## src/rtl/alu_ctrl_mdu.sv

```systemverilog
// alu_ctrl_mdu
//   ALU control decoder plus an iterative multiply/divide sequencer that
//   owns the HI/LO registers. The decoder is purely combinational; the
//   sequencer runs one bit per cycle and interlocks later MDU ops via stall.
//
// Ports
//   clk, rst_n     clock, asynchronous active-low reset
//   valid          instruction in decode is live
//   alu_op, funct  main-control ALU op class and R-type function field
//   rs_val, rt_val operands (multiplicand/dividend/mt data, multiplier/divisor)
//   alu_ctrl       4-bit ALU operation code (combinational)
//   stall          freeze fetch/decode this cycle (combinational)
//   hi, lo         HI/LO registers
//   mdu_done       one-cycle pulse after a mult/div result lands in HI/LO
//   div_by_zero    sticky flag for the most recent division
//
// state  | meaning
// -------+-----------------------------------------------------------
// S_IDLE | engine free; mult/div accepted, mthi/mtlo write HI/LO
// S_MUL  | shift-add, one multiplier bit per cycle
// S_DIV  | restoring divide, one quotient bit per cycle
// S_FIX  | sign correction and HI/LO writeback, then back to idle
module alu_ctrl_mdu #(
    parameter int WIDTH = 32
) (
    input  logic             clk,
    input  logic             rst_n,
    input  logic             valid,
    input  logic [1:0]       alu_op,
    input  logic [5:0]       funct,
    input  logic [WIDTH-1:0] rs_val,
    input  logic [WIDTH-1:0] rt_val,
    output logic [3:0]       alu_ctrl,
    output logic             stall,
    output logic [WIDTH-1:0] hi,
    output logic [WIDTH-1:0] lo,
    output logic             mdu_done,
    output logic             div_by_zero
);

    localparam int CW = (WIDTH > 1) ? $clog2(WIDTH) : 1;

    localparam logic [5:0] F_MTHI = 6'b010001;
    localparam logic [5:0] F_MTLO = 6'b010011;

    typedef enum logic [1:0] {S_IDLE, S_MUL, S_DIV, S_FIX} state_t;

    state_t            state_q, state_d;
    logic [CW-1:0]     cnt_q, cnt_d;
    logic [WIDTH-1:0]  hi_q, hi_d;
    logic [WIDTH-1:0]  lo_q, lo_d;
    logic [WIDTH-1:0]  acc_hi_q, acc_hi_d;   // partial product upper half / remainder
    logic [WIDTH-1:0]  acc_lo_q, acc_lo_d;   // multiplier bits / dividend -> quotient
    logic [WIDTH-1:0]  opnd_q, opnd_d;       // multiplicand or divisor magnitude
    logic              neg_hi_q, neg_hi_d;   // div: negate remainder
    logic              neg_lo_q, neg_lo_d;   // mul: negate product, div: negate quotient
    logic              op_div_q, op_div_d;
    logic              dbz_pend_q, dbz_pend_d;
    logic              dbz_q, dbz_d;
    logic              done_q, done_d;

    logic              is_rtype;
    logic              is_mdu_f;
    logic              is_muldiv_f;
    logic              busy;
    logic              start;
    logic              is_signed;
    logic              rs_neg, rt_neg;
    logic [WIDTH-1:0]  rs_mag, rt_mag;
    logic [WIDTH:0]    mul_sum;
    logic [WIDTH:0]    div_shift;
    logic [WIDTH:0]    div_diff;
    logic [2*WIDTH-1:0] prod;

    always_comb begin
        alu_ctrl = 4'b0010;
        case (alu_op)
            2'b01: alu_ctrl = 4'b0110;
            2'b10: begin
                case (funct)
                    6'b100000, 6'b100001: alu_ctrl = 4'b0010;
                    6'b100010, 6'b100011: alu_ctrl = 4'b0110;
                    6'b100100:            alu_ctrl = 4'b0000;
                    6'b100101:            alu_ctrl = 4'b0001;
                    6'b100110:            alu_ctrl = 4'b0011;
                    6'b100111:            alu_ctrl = 4'b1100;
                    6'b101010:            alu_ctrl = 4'b0111;
                    6'b101011:            alu_ctrl = 4'b1000;
                    default:              alu_ctrl = 4'b0010;
                endcase
            end
            default: alu_ctrl = 4'b0010;
        endcase
    end

    // mult/multu/div/divu are 0110xx, mfhi/mthi/mflo/mtlo are 0100xx.
    assign is_rtype    = (alu_op == 2'b10);
    assign is_muldiv_f = is_rtype && (funct[5:2] == 4'b0110);
    assign is_mdu_f    = is_muldiv_f || (is_rtype && (funct[5:2] == 4'b0100));
    assign busy        = (state_q != S_IDLE);
    assign stall       = busy && valid && is_mdu_f;
    assign start       = valid && is_muldiv_f && !busy;

    // funct[0] set selects the unsigned variant, funct[1] selects divide.
    assign is_signed = ~funct[0];
    assign rs_neg    = is_signed && rs_val[WIDTH-1];
    assign rt_neg    = is_signed && rt_val[WIDTH-1];
    assign rs_mag    = rs_neg ? -rs_val : rs_val;
    assign rt_mag    = rt_neg ? -rt_val : rt_val;

    always_comb begin
        mul_sum   = {1'b0, acc_hi_q} + (acc_lo_q[0] ? {1'b0, opnd_q} : '0);
        div_shift = {acc_hi_q, acc_lo_q[WIDTH-1]};
        div_diff  = div_shift - {1'b0, opnd_q};
        prod      = neg_lo_q ? -{acc_hi_q, acc_lo_q} : {acc_hi_q, acc_lo_q};
    end

    always_comb begin
        state_d    = state_q;
        cnt_d      = cnt_q;
        hi_d       = hi_q;
        lo_d       = lo_q;
        acc_hi_d   = acc_hi_q;
        acc_lo_d   = acc_lo_q;
        opnd_d     = opnd_q;
        neg_hi_d   = neg_hi_q;
        neg_lo_d   = neg_lo_q;
        op_div_d   = op_div_q;
        dbz_pend_d = dbz_pend_q;
        dbz_d      = dbz_q;
        done_d     = 1'b0;

        case (state_q)
            S_IDLE: begin
                if (start) begin
                    op_div_d = funct[1];
                    cnt_d    = '0;
                    dbz_d    = 1'b0;
                    acc_hi_d = '0;
                    if (funct[1]) begin
                        state_d = S_DIV;
                        if (rt_val == '0) begin
                            // A zero divisor run unsigned on the raw dividend leaves
                            // remainder = rs_val and quotient = all ones.
                            acc_lo_d   = rs_val;
                            opnd_d     = '0;
                            neg_hi_d   = 1'b0;
                            neg_lo_d   = 1'b0;
                            dbz_pend_d = 1'b1;
                        end else begin
                            acc_lo_d   = rs_mag;
                            opnd_d     = rt_mag;
                            neg_hi_d   = rs_neg;
                            neg_lo_d   = rs_neg ^ rt_neg;
                            dbz_pend_d = 1'b0;
                        end
                    end else begin
                        state_d    = S_MUL;
                        acc_lo_d   = rt_mag;
                        opnd_d     = rs_mag;
                        neg_hi_d   = 1'b0;
                        neg_lo_d   = rs_neg ^ rt_neg;
                        dbz_pend_d = 1'b0;
                    end
                end else if (valid && is_rtype && funct == F_MTHI) begin
                    hi_d = rs_val;
                end else if (valid && is_rtype && funct == F_MTLO) begin
                    lo_d = rs_val;
                end
            end
            S_MUL, S_DIV: begin
                if (state_q == S_MUL) begin
                    acc_hi_d = mul_sum[WIDTH:1];
                    acc_lo_d = {mul_sum[0], acc_lo_q[WIDTH-1:1]};
                end else if (div_shift >= {1'b0, opnd_q}) begin
                    acc_hi_d = div_diff[WIDTH-1:0];
                    acc_lo_d = {acc_lo_q[WIDTH-2:0], 1'b1};
                end else begin
                    acc_hi_d = div_shift[WIDTH-1:0];
                    acc_lo_d = {acc_lo_q[WIDTH-2:0], 1'b0};
                end
                if (cnt_q == CW'(WIDTH - 1)) begin
                    state_d = S_FIX;
                    cnt_d   = '0;
                end else begin
                    cnt_d = cnt_q + 1'b1;
                end
            end
            S_FIX: begin
                if (op_div_q) begin
                    hi_d  = neg_hi_q ? -acc_hi_q : acc_hi_q;
                    lo_d  = neg_lo_q ? -acc_lo_q : acc_lo_q;
                    dbz_d = dbz_pend_q;
                end else begin
                    hi_d = prod[2*WIDTH-1:WIDTH];
                    lo_d = prod[WIDTH-1:0];
                end
                done_d  = 1'b1;
                state_d = S_IDLE;
            end
            default: state_d = S_IDLE;
        endcase
    end

    always_ff @(posedge clk or negedge rst_n) begin
        if (!rst_n) begin
            state_q    <= S_IDLE;
            cnt_q      <= '0;
            hi_q       <= '0;
            lo_q       <= '0;
            acc_hi_q   <= '0;
            acc_lo_q   <= '0;
            opnd_q     <= '0;
            neg_hi_q   <= 1'b0;
            neg_lo_q   <= 1'b0;
            op_div_q   <= 1'b0;
            dbz_pend_q <= 1'b0;
            dbz_q      <= 1'b0;
            done_q     <= 1'b0;
        end else begin
            state_q    <= state_d;
            cnt_q      <= cnt_d;
            hi_q       <= hi_d;
            lo_q       <= lo_d;
            acc_hi_q   <= acc_hi_d;
            acc_lo_q   <= acc_lo_d;
            opnd_q     <= opnd_d;
            neg_hi_q   <= neg_hi_d;
            neg_lo_q   <= neg_lo_d;
            op_div_q   <= op_div_d;
            dbz_pend_q <= dbz_pend_d;
            dbz_q      <= dbz_d;
            done_q     <= done_d;
        end
    end

    assign hi          = hi_q;
    assign lo          = lo_q;
    assign mdu_done    = done_q;
    assign div_by_zero = dbz_q;

endmodule

```

## config.mk

```make
export PLATFORM = sky130hd
export DESIGN_NAME = alu_ctrl_mdu
export DESIGN_NICKNAME = d
export VERILOG_FILES = /design/src/rtl/alu_ctrl_mdu.sv
export SDC_FILE = /design/constraint.sdc
export NUM_CORES = 1
export LEC_CHECK = 0
export CAP_MARGIN = 20
export CELL_PAD_IN_SITES_DETAIL_PLACEMENT = 1
export CELL_PAD_IN_SITES_GLOBAL_PLACEMENT = 2
export CORE_MARGIN = 3
export CORE_UTILIZATION = 31
export DETAILED_ROUTE_END_ITERATION = 8
export PLACE_DENSITY = 0.74
export SYNTH_ARGS = -nofsm -noshare
export SYNTH_HDL_FRONTEND = slang
export SYNTH_SLANG_ARGS = --single-unit
```

## constraint.sdc

```tcl
create_clock -name clk -period 2.9 [get_ports clk]
set_clock_uncertainty 0.15 [all_clocks]
set_input_delay 0.725 -clock clk [delete_from_list [all_inputs] [get_ports clk]]
set_output_delay 0.725 -clock clk [all_outputs]
set_load 0.05 [all_outputs]
```

==> impl_metrics.py, run 1 <==
metrics = {
    "critical_path": {
        "cpMostUsedCell": "buf_6",
        "slowest_stage": "dfrtp_1",
        "cp-start-kind": "flop",
        "cp.arrival_ns": 3.43,
        "worst-r2r-cell-count": 16,
        "critPathKind": "flop to flop",
        "critPathCaptureType": "flop",
        "r2r_setup_slack_ns": -0.28,
        "r2r_start": "acc_lo_q[0]$_DFFE_PN0P_",
        "path_cells": "buf_6, and2_4, ha_4, inv_2, fa_2, nand2b_4, a21oi_4, nor2_2, o211ai_1, buf_4, o21ai_2, buf_6, o21ai_4, xnor2_1, o22ai_1, a211o_1",
        "cp.required_ns": 3.15,
        "slowest_delay_ns": 0.42,
        "cp_max_fo": 4,
        "path_delay_family": "compound AO/OA/AOI/OAI gates",
        "crit_buf_inv": 4,
        "timing.rr.end": "acc_hi_q[29]$_DFFE_PN0P_",
    },
    "synthesis": {
        "ys_ff_latch": 173,
        "synth.most_common_cell": "nand2_1",
        "syn_nets": 2258,
        "synthesis.area_sq_mm": 0.0160,
        "ys_seq_area_share_pct": 27.1,
        "dominantRegCellSynth": "dfrtp_1",
        "syn_inst": 2106,
        "async_flop_share_pct": 100,
        "synthTopCellsByArea": "dfrtp_1, o21ai_0, nand2_1",
        "synth_top_cell_by_area": "dfrtp_1",
        "synth_top_area_share_pct": 27.1,
        "synthTopCellsByCount": "nand2_1, o21ai_0, nor2_1",
        "synth_cell_type_count": 75,
        "ys_warn_count": 0,
        "synth.avg_cell_area_sq_um": 7.59,
        "synth-edff-count": 0,
    },
    "global_routing": {
        "grt_overflow_total": 0,
        "grt_max_degree": 114,
        "grt_pass1_wl_mm": 130,
        "grt-busiest-layer": "met2",
        "grt_pass1_vias": 20500,
        "grt_use_met3_pct": 5.62,
        "grt_usage_pct": 31.8,
        "grtUsageMet1_pct": 43.8,
        "met2_usage_pct": 50.7,
        "antenna_found_initial": 3,
    },
    "place": {
        "dpl.hpwl_mm": 68.1,
        "gp_congestion": 0.998,
        "io_buffers": 145,
    },
    "cells_and_area": {
        "area_delta_synth_final_pct": 68.5,
        "n_antenna_cell": 0,
        "drive_gt1_share_pct": 41.7,
        "final_util_pct": 53.3,
        "fin_nets": 2986,
    },
    "route": {
        "firstDrtPassIters": 5,
        "via_per_inst": 5.61,
        "ant_nets": 0,
        "drt-total-wl_mm": 88.7,
        "drtIter0Drc": 1517,
        "wl_per_cell_um": 25.2,
        "drc": 0,
        "vias": 19700,
    },
    "run_status": {
        "status": "finished, violations left",
        "violations": "negative setup slack",
    },
    "sta": {
        "final.period_utilization_pct": 110,
        "final.min_clock_period_ns": 3.18,
        "hold_violations": 0,
        "rsz0062_at_grt": "yes",
        "worst_slew_pin_slew_ns": 0.932,
        "slew_headroom_pct": 37.7,
        "setup_ws_ns": -0.278,
        "fmax_ghz": 0.315,
        "setup_viol": 67,
        "drv_slew": 0,
    },
    "hold_path": {
        "holdPathEnd": "hi[31]$_DFFE_PN0P_",
        "min-delay-start": "hi[31]$_DFFE_PN0P_",
        "hold_depth": 1,
        "hold_class": "flop to flop",
    },
    "floorplanning": {
        "core_sq_mm": 0.0506,
        "die_x_um": 233,
        "ios": 146,
        "rows": 82,
        "initial_core_util_pct": 31.6,
        "die_y_um": 233,
        "die_area_sq_mm": 0.0543,
    },
    "job": {
        "cap_violations": 0,
    },
    "pwr": {
        "leakage_uw": 0.0118,
        "totalPowerFinal_uw": 27600,
        "vdd.ir_drop.worst_mv": 0.622,
        "powerDensity_mw_per_mm2": 1030,
    },
    "clock_network": {
        "root_buffer": "clkbuf_16",
        "clock_latency_ns": 0.51,
        "clockBufferDepth": 2,
        "cts_tree": "built",
        "cts_sinks": 173,
        "cts.clk_slew.worst_paths_ns": 0.08,
        "cts_max_level": 4,
        "numCtsBuffers": 17,
    },
}
==> sequential cells by signal, summed over array words and instances, names as in the netlist <==
signal,flops
div_by_zero,1
hi,32
cnt_q,5
mdu_done,1
state_q,2
opnd_q,32
op_div_q,1
neg_lo_q,1
acc_hi_q,32
neg_hi_q,1
dbz_pend_q,1
acc_lo_q,32
lo,32
==> cell type report <==
cell class	instances	area [sq um]
clock inverters	15	208
fillers	5855	23600
inverters	73	289
clock buffers	17	425
multi-input cells	1727	13700
repair buffers	842	7180
flip-flops and latches	173	4340
well taps	672	841
==> worst max path at each step <==
stage | startpoint | endpoint | slack [ns] | cells past startpoint
6_report | acc_lo_q[0]$_DFFE_PN0P_ | acc_hi_q[29]$_DFFE_PN0P_ | -0.28 | 16
5_1_grt | opnd_q[0]$_DFFE_PN0P_ | acc_hi_q[30]$_DFFE_PN0P_ | -0.36 | 14
4_1_cts | acc_lo_q[0]$_DFFE_PN0P_ | acc_hi_q[29]$_DFFE_PN0P_ | -0.22 | 16
3_5_place_dp | rt_val[6] | acc_lo_q[9]$_DFFE_PN0P_ | -0.95 | 10
3_3_place_gp | rt_val[6] | acc_lo_q[9]$_DFFE_PN0P_ | -0.93 | 10
2_1_floorplan | rt_val[6] | acc_lo_q[2]$_DFFE_PN0P_ | -0.39 | 11
==> logic make-up (layout without fill, tap and decap cells) <==
kind of cell	Yosys count	count (layout)	share of synthesized area, %
and+or+nand+nor	718	718	21.0
AOI/OAI and AO/OA	681	681	26.3
buffers and inverters	206	947	5.06
xor gates and xnor gates	188	188	10.3
DFF	173	173	27.1
adders and majority gates	77	77	6.12
muxes	63	63	4.10
==> through the flow <==
stage / worst slack [ns] / setup TNS [ns] / hold slack (ns) / cell area, sq um / std cells
after detailed placement: -0.950 / -75.23 / 0.320 / 22700 / 3387
after global placement: -0.927 / -68.34 / 0.312 / 22700 / 3387
after CTS: -0.215 / -5.78 / 0.339 / 25700 / 3489
after floorplan: -0.392 / -5.64 / 0.279 / 16200 / 2106
final: -0.278 / -8.72 / 0.333 / 26900 / 3519
after global routing: -0.357 / -15.99 / 0.358 / 26900 / 3519
==> placed cells by master (no fill, tap or decap), types with 28 or more instances in the layout <==
cell	n
dfrtp_1	167
ha_1	36
clkdlybuf4s50_1	104
inv_1	49
xnor2_1	80
o21ai_0	133
o21ai_2	30
nor2_1	152
o21ai_1	70
nor3_1	28
mux2i_1	35
ha_4	34
a21oi_1	116
a21oi_2	36
nand2_1	233
nand3_1	34
buf_4	616
buf_6	67
xor2_1	73
a21o_1	40
==> metal layers <==
metal / vias to the layer above / routed length (um)
met2: 617 / 40200
met3: 126 / 5990
met4: 0 / 2770
li1: 9027 / -
met5: - / 0
met1: 9956 / 39800
==> power by group <==
group	switching, uW	total, uW	internal, uW
combinational	12000	20900	8980
sequential	734	4130	3390
clock	1380	2570	1200
total	14100	27600	13600
==> timing repair <==
action | in CTS | in global routing
hold endpoints to repair | 7 | 0
resized for setup | 478 | 261
pin swaps | 194 | 179
buffers inserted | 73 | 39
endpoints found under the setup margin | 129 | 128
gates cloned | 2 | 0
hold buffers | 1 | 0
Power figures use the tool's default switching activity.
==> run 2: changes to the inputs <==
--- a/config.mk
+++ b/config.mk
@@ -11,7 +11,10 @@
 export CORE_MARGIN = 3
 export CORE_UTILIZATION = 31
 export DETAILED_ROUTE_END_ITERATION = 8
+export GPL_TIMING_DRIVEN = 0
 export PLACE_DENSITY = 0.74
+export REMOVE_ABC_BUFFERS = 1
+export SLEW_MARGIN = 20
 export SYNTH_ARGS = -nofsm -noshare
 export SYNTH_HDL_FRONTEND = slang
 export SYNTH_SLANG_ARGS = --single-unit
==> run 2 against run 1 <==
Combinational power fell by 11%. Cell count decreased by 13%. Critical path type unchanged. The flow still finishes with violations (negative setup slack). Sequential power increased by 10%. Setup slack lost 0.051 ns. Clock power barely moved. Clock-buffer cell count increased by 1. First-iteration DRC count is 18% lower.
==> impl_metrics.py, run 2 (synthesized netlist as in run 1, its figures left out) <==
metrics = {
    "cells_and_area": {
        "n_antenna_cell": 0,
        "stdcell_count": 3079,
        "drive_gt1_share_pct": 33.3,
        "n_fill_cell": 5812,
        "final_area_sq_mm": 0.0239,
        "final_cell_mix": "nand2_1, buf_4, nor2_1, o21ai_0, dfrtp_1",
        "fin_nets": 2546,
        "area_delta_synth_final_pct": 49.8,
        "mostFrequentLayoutCell": "nand2_1",
    },
    "route": {
        "drt-total-wl_mm": 77.4,
        "vias": 18000,
        "drtIter0Drc": 1250,
        "wl_per_cell_um": 25.1,
        "via_per_inst": 5.84,
        "ant_nets": 0,
        "drc": 0,
        "firstDrtPassIters": 7,
    },
    "floorplanning": {
        "die_area_sq_mm": 0.0543,
        "rows": 82,
        "core_sq_mm": 0.0506,
        "ios": 146,
        "die_y_um": 233,
        "die_x_um": 233,
        "initial_core_util_pct": 31.6,
    },
    "global_routing": {
        "grt_overflow_total": 0,
        "grt_pass1_wl_mm": 114,
        "grt_pass1_vias": 18300,
        "antenna_found_initial": 0,
        "grt_usage_pct": 27.5,
        "grt_max_degree": 86,
    },
    "pwr": {
        "vdd.ir_drop.worst_mv": 0.603,
        "pwr-share-seq_pct": 17.8,
        "powerDensity_mw_per_mm2": 1070,
        "power_frac_clock_pct": 9.9,
        "p_sw_uw": 13200,
        "switching_share_pct": 51.7,
        "p_int_uw": 12400,
        "totalPowerFinal_uw": 25600,
        "leakage_uw": 0.00955,
        "share_comb_of_total_power_pct": 72.3,
    },
    "hold_path": {
        "hold_class": "flop to flop",
        "min-delay-start": "lo[22]$_DFFE_PN0P_",
        "hold_depth": 1,
        "holdPathEnd": "lo[22]$_DFFE_PN0P_",
    },
    "sta": {
        "hold_violations": 0,
        "final.period_utilization_pct": 111,
        "setup_ws_ns": -0.330,
        "worst_slew_pin_slew_ns": 0.898,
        "fin_tns_setup_ns": -15.22,
        "drv_slew": 0,
        "fmax_ghz": 0.310,
        "setup_viol": 103,
        "final.min_clock_period_ns": 3.23,
        "slew_headroom_pct": 39.9,
        "rsz0062_at_grt": "yes",
    },
    "clock_network": {
        "cts_sinks": 173,
        "cts_tree": "built",
        "numCtsBuffers": 17,
        "cts.clk_slew.worst_paths_ns": 0.07,
        "clock_latency_ns": 0.49,
        "cts_max_level": 4,
        "clockBufferDepth": 2,
        "root_buffer": "clkbuf_16",
    },
    "critical_path": {
        "cp.arrival_ns": 3.49,
        "crit_buf_inv": 2,
        "r2r_start": "acc_lo_q[18]$_DFFE_PN0P_",
        "critPathKind": "flop to flop",
        "r2r_setup_slack_ns": -0.33,
        "timing.rr.end": "hi[12]$_DFFE_PN0P_",
        "slowest_stage": "or3_4",
        "cp.required_ns": 3.16,
        "slowest_delay_ns": 0.52,
        "cpMostUsedCell": "or3_4",
        "cp_max_fo": 5,
        "worst-r2r-cell-count": 10,
        "path_cells": "or3_4, or4_4, or3_4, nor4_4, buf_4, o22ai_4, buf_12, xor2_4, a21oi_2, o21ai_1",
        "cp-start-kind": "flop",
        "path_delay_family": "simple AND/OR/NAND/NOR gates",
        "critPathCaptureType": "flop",
    },
    "place": {
        "placed_cells": 2809,
        "dpl_cell_area_sq_mm": 0.0183,
        "dpl.hpwl_mm": 52.4,
        "gp_congestion": 0.872,
        "io_buffers": 145,
        "dp_slack_ns": -2.30,
    },
    "run_status": {
        "status": "finished, violations left",
        "violations": "negative setup slack",
    },
    "job": {
        "cap_violations": 0,
    },
}
[run 2: area by class of cell]
| type | instances | area (sq um) | area share [%] |
|---|---|---|---|
| Inverter | 73 | 327 | 1.36 |
| Timing Repair Buffer | 400 | 3960 | 16.6 |
| Tap cell | 672 | 841 | 3.51 |
| Multi-Input combinational cell | 1727 | 13800 | 57.6 |
| Timing Repair inverter | 2 | 46.3 | 0.193 |
| Clock buffer | 18 | 439 | 1.83 |
| Sequential cell | 173 | 4380 | 18.3 |
| Clock inverter | 14 | 158 | 0.658 |
[run 2: through the flow]
step | utilization [%] | hold WS (ns)
finish | 47.3 | 0.330
global route | 47.3 | 0.353
floorplan | - | 0.279
CTS | 43.9 | 0.339
global placement | 35.1 | 0.312
detailed placement | 36.2 | 0.322
[run 2: metal layers]
layer  GRT usage [%]  routed length, um  vias up
met1            37.1              34600     9192
met5               0                  0        -
met4            7.41               2420        0
met3            3.77               3540      122
li1                -                  -     8147
met2            46.0              36800      506
[run 2: how the worst max path moves through the flow]
stage | to | depth (start not counted) | start | slack [ns]
floorplan | lo[0]$_DFFE_PN0P_ | 4 | state_q[0]$_DFFE_PN0P_ | -1.82
finish | hi[12]$_DFFE_PN0P_ | 10 | acc_lo_q[18]$_DFFE_PN0P_ | -0.33
CTS | acc_lo_q[1]$_DFFE_PN0P_ | 11 | rt_val[9] | -0.27
global route | hi[12]$_DFFE_PN0P_ | 10 | acc_lo_q[18]$_DFFE_PN0P_ | -0.39
global placement | acc_hi_q[6]$_DFFE_PN0P_ | 1 | rst_n | -7.20
detailed placement | acc_hi_q[28]$_DFFE_PN0P_ | 10 | alu_op[1] | -2.30
[run 2: what timing repair did]
item	in CTS	in global routing
buffers inserted	150	91
gates cloned	5	1
resized for setup	624	303
pin swaps	153	178
endpoints found under the setup margin	171	130
hold buffers	1	0
hold endpoints to repair	16	0
[run 2: power groups by stage]
stage	Sequential, uW	Combinational [uW]	Clock (uW)
CTS	4540	16600	2560
floorplan	5640	7270	0
finish	4550	18500	2540
global route	4660	19700	2670
detailed placement	4650	13400	0
global placement	4610	12400	0
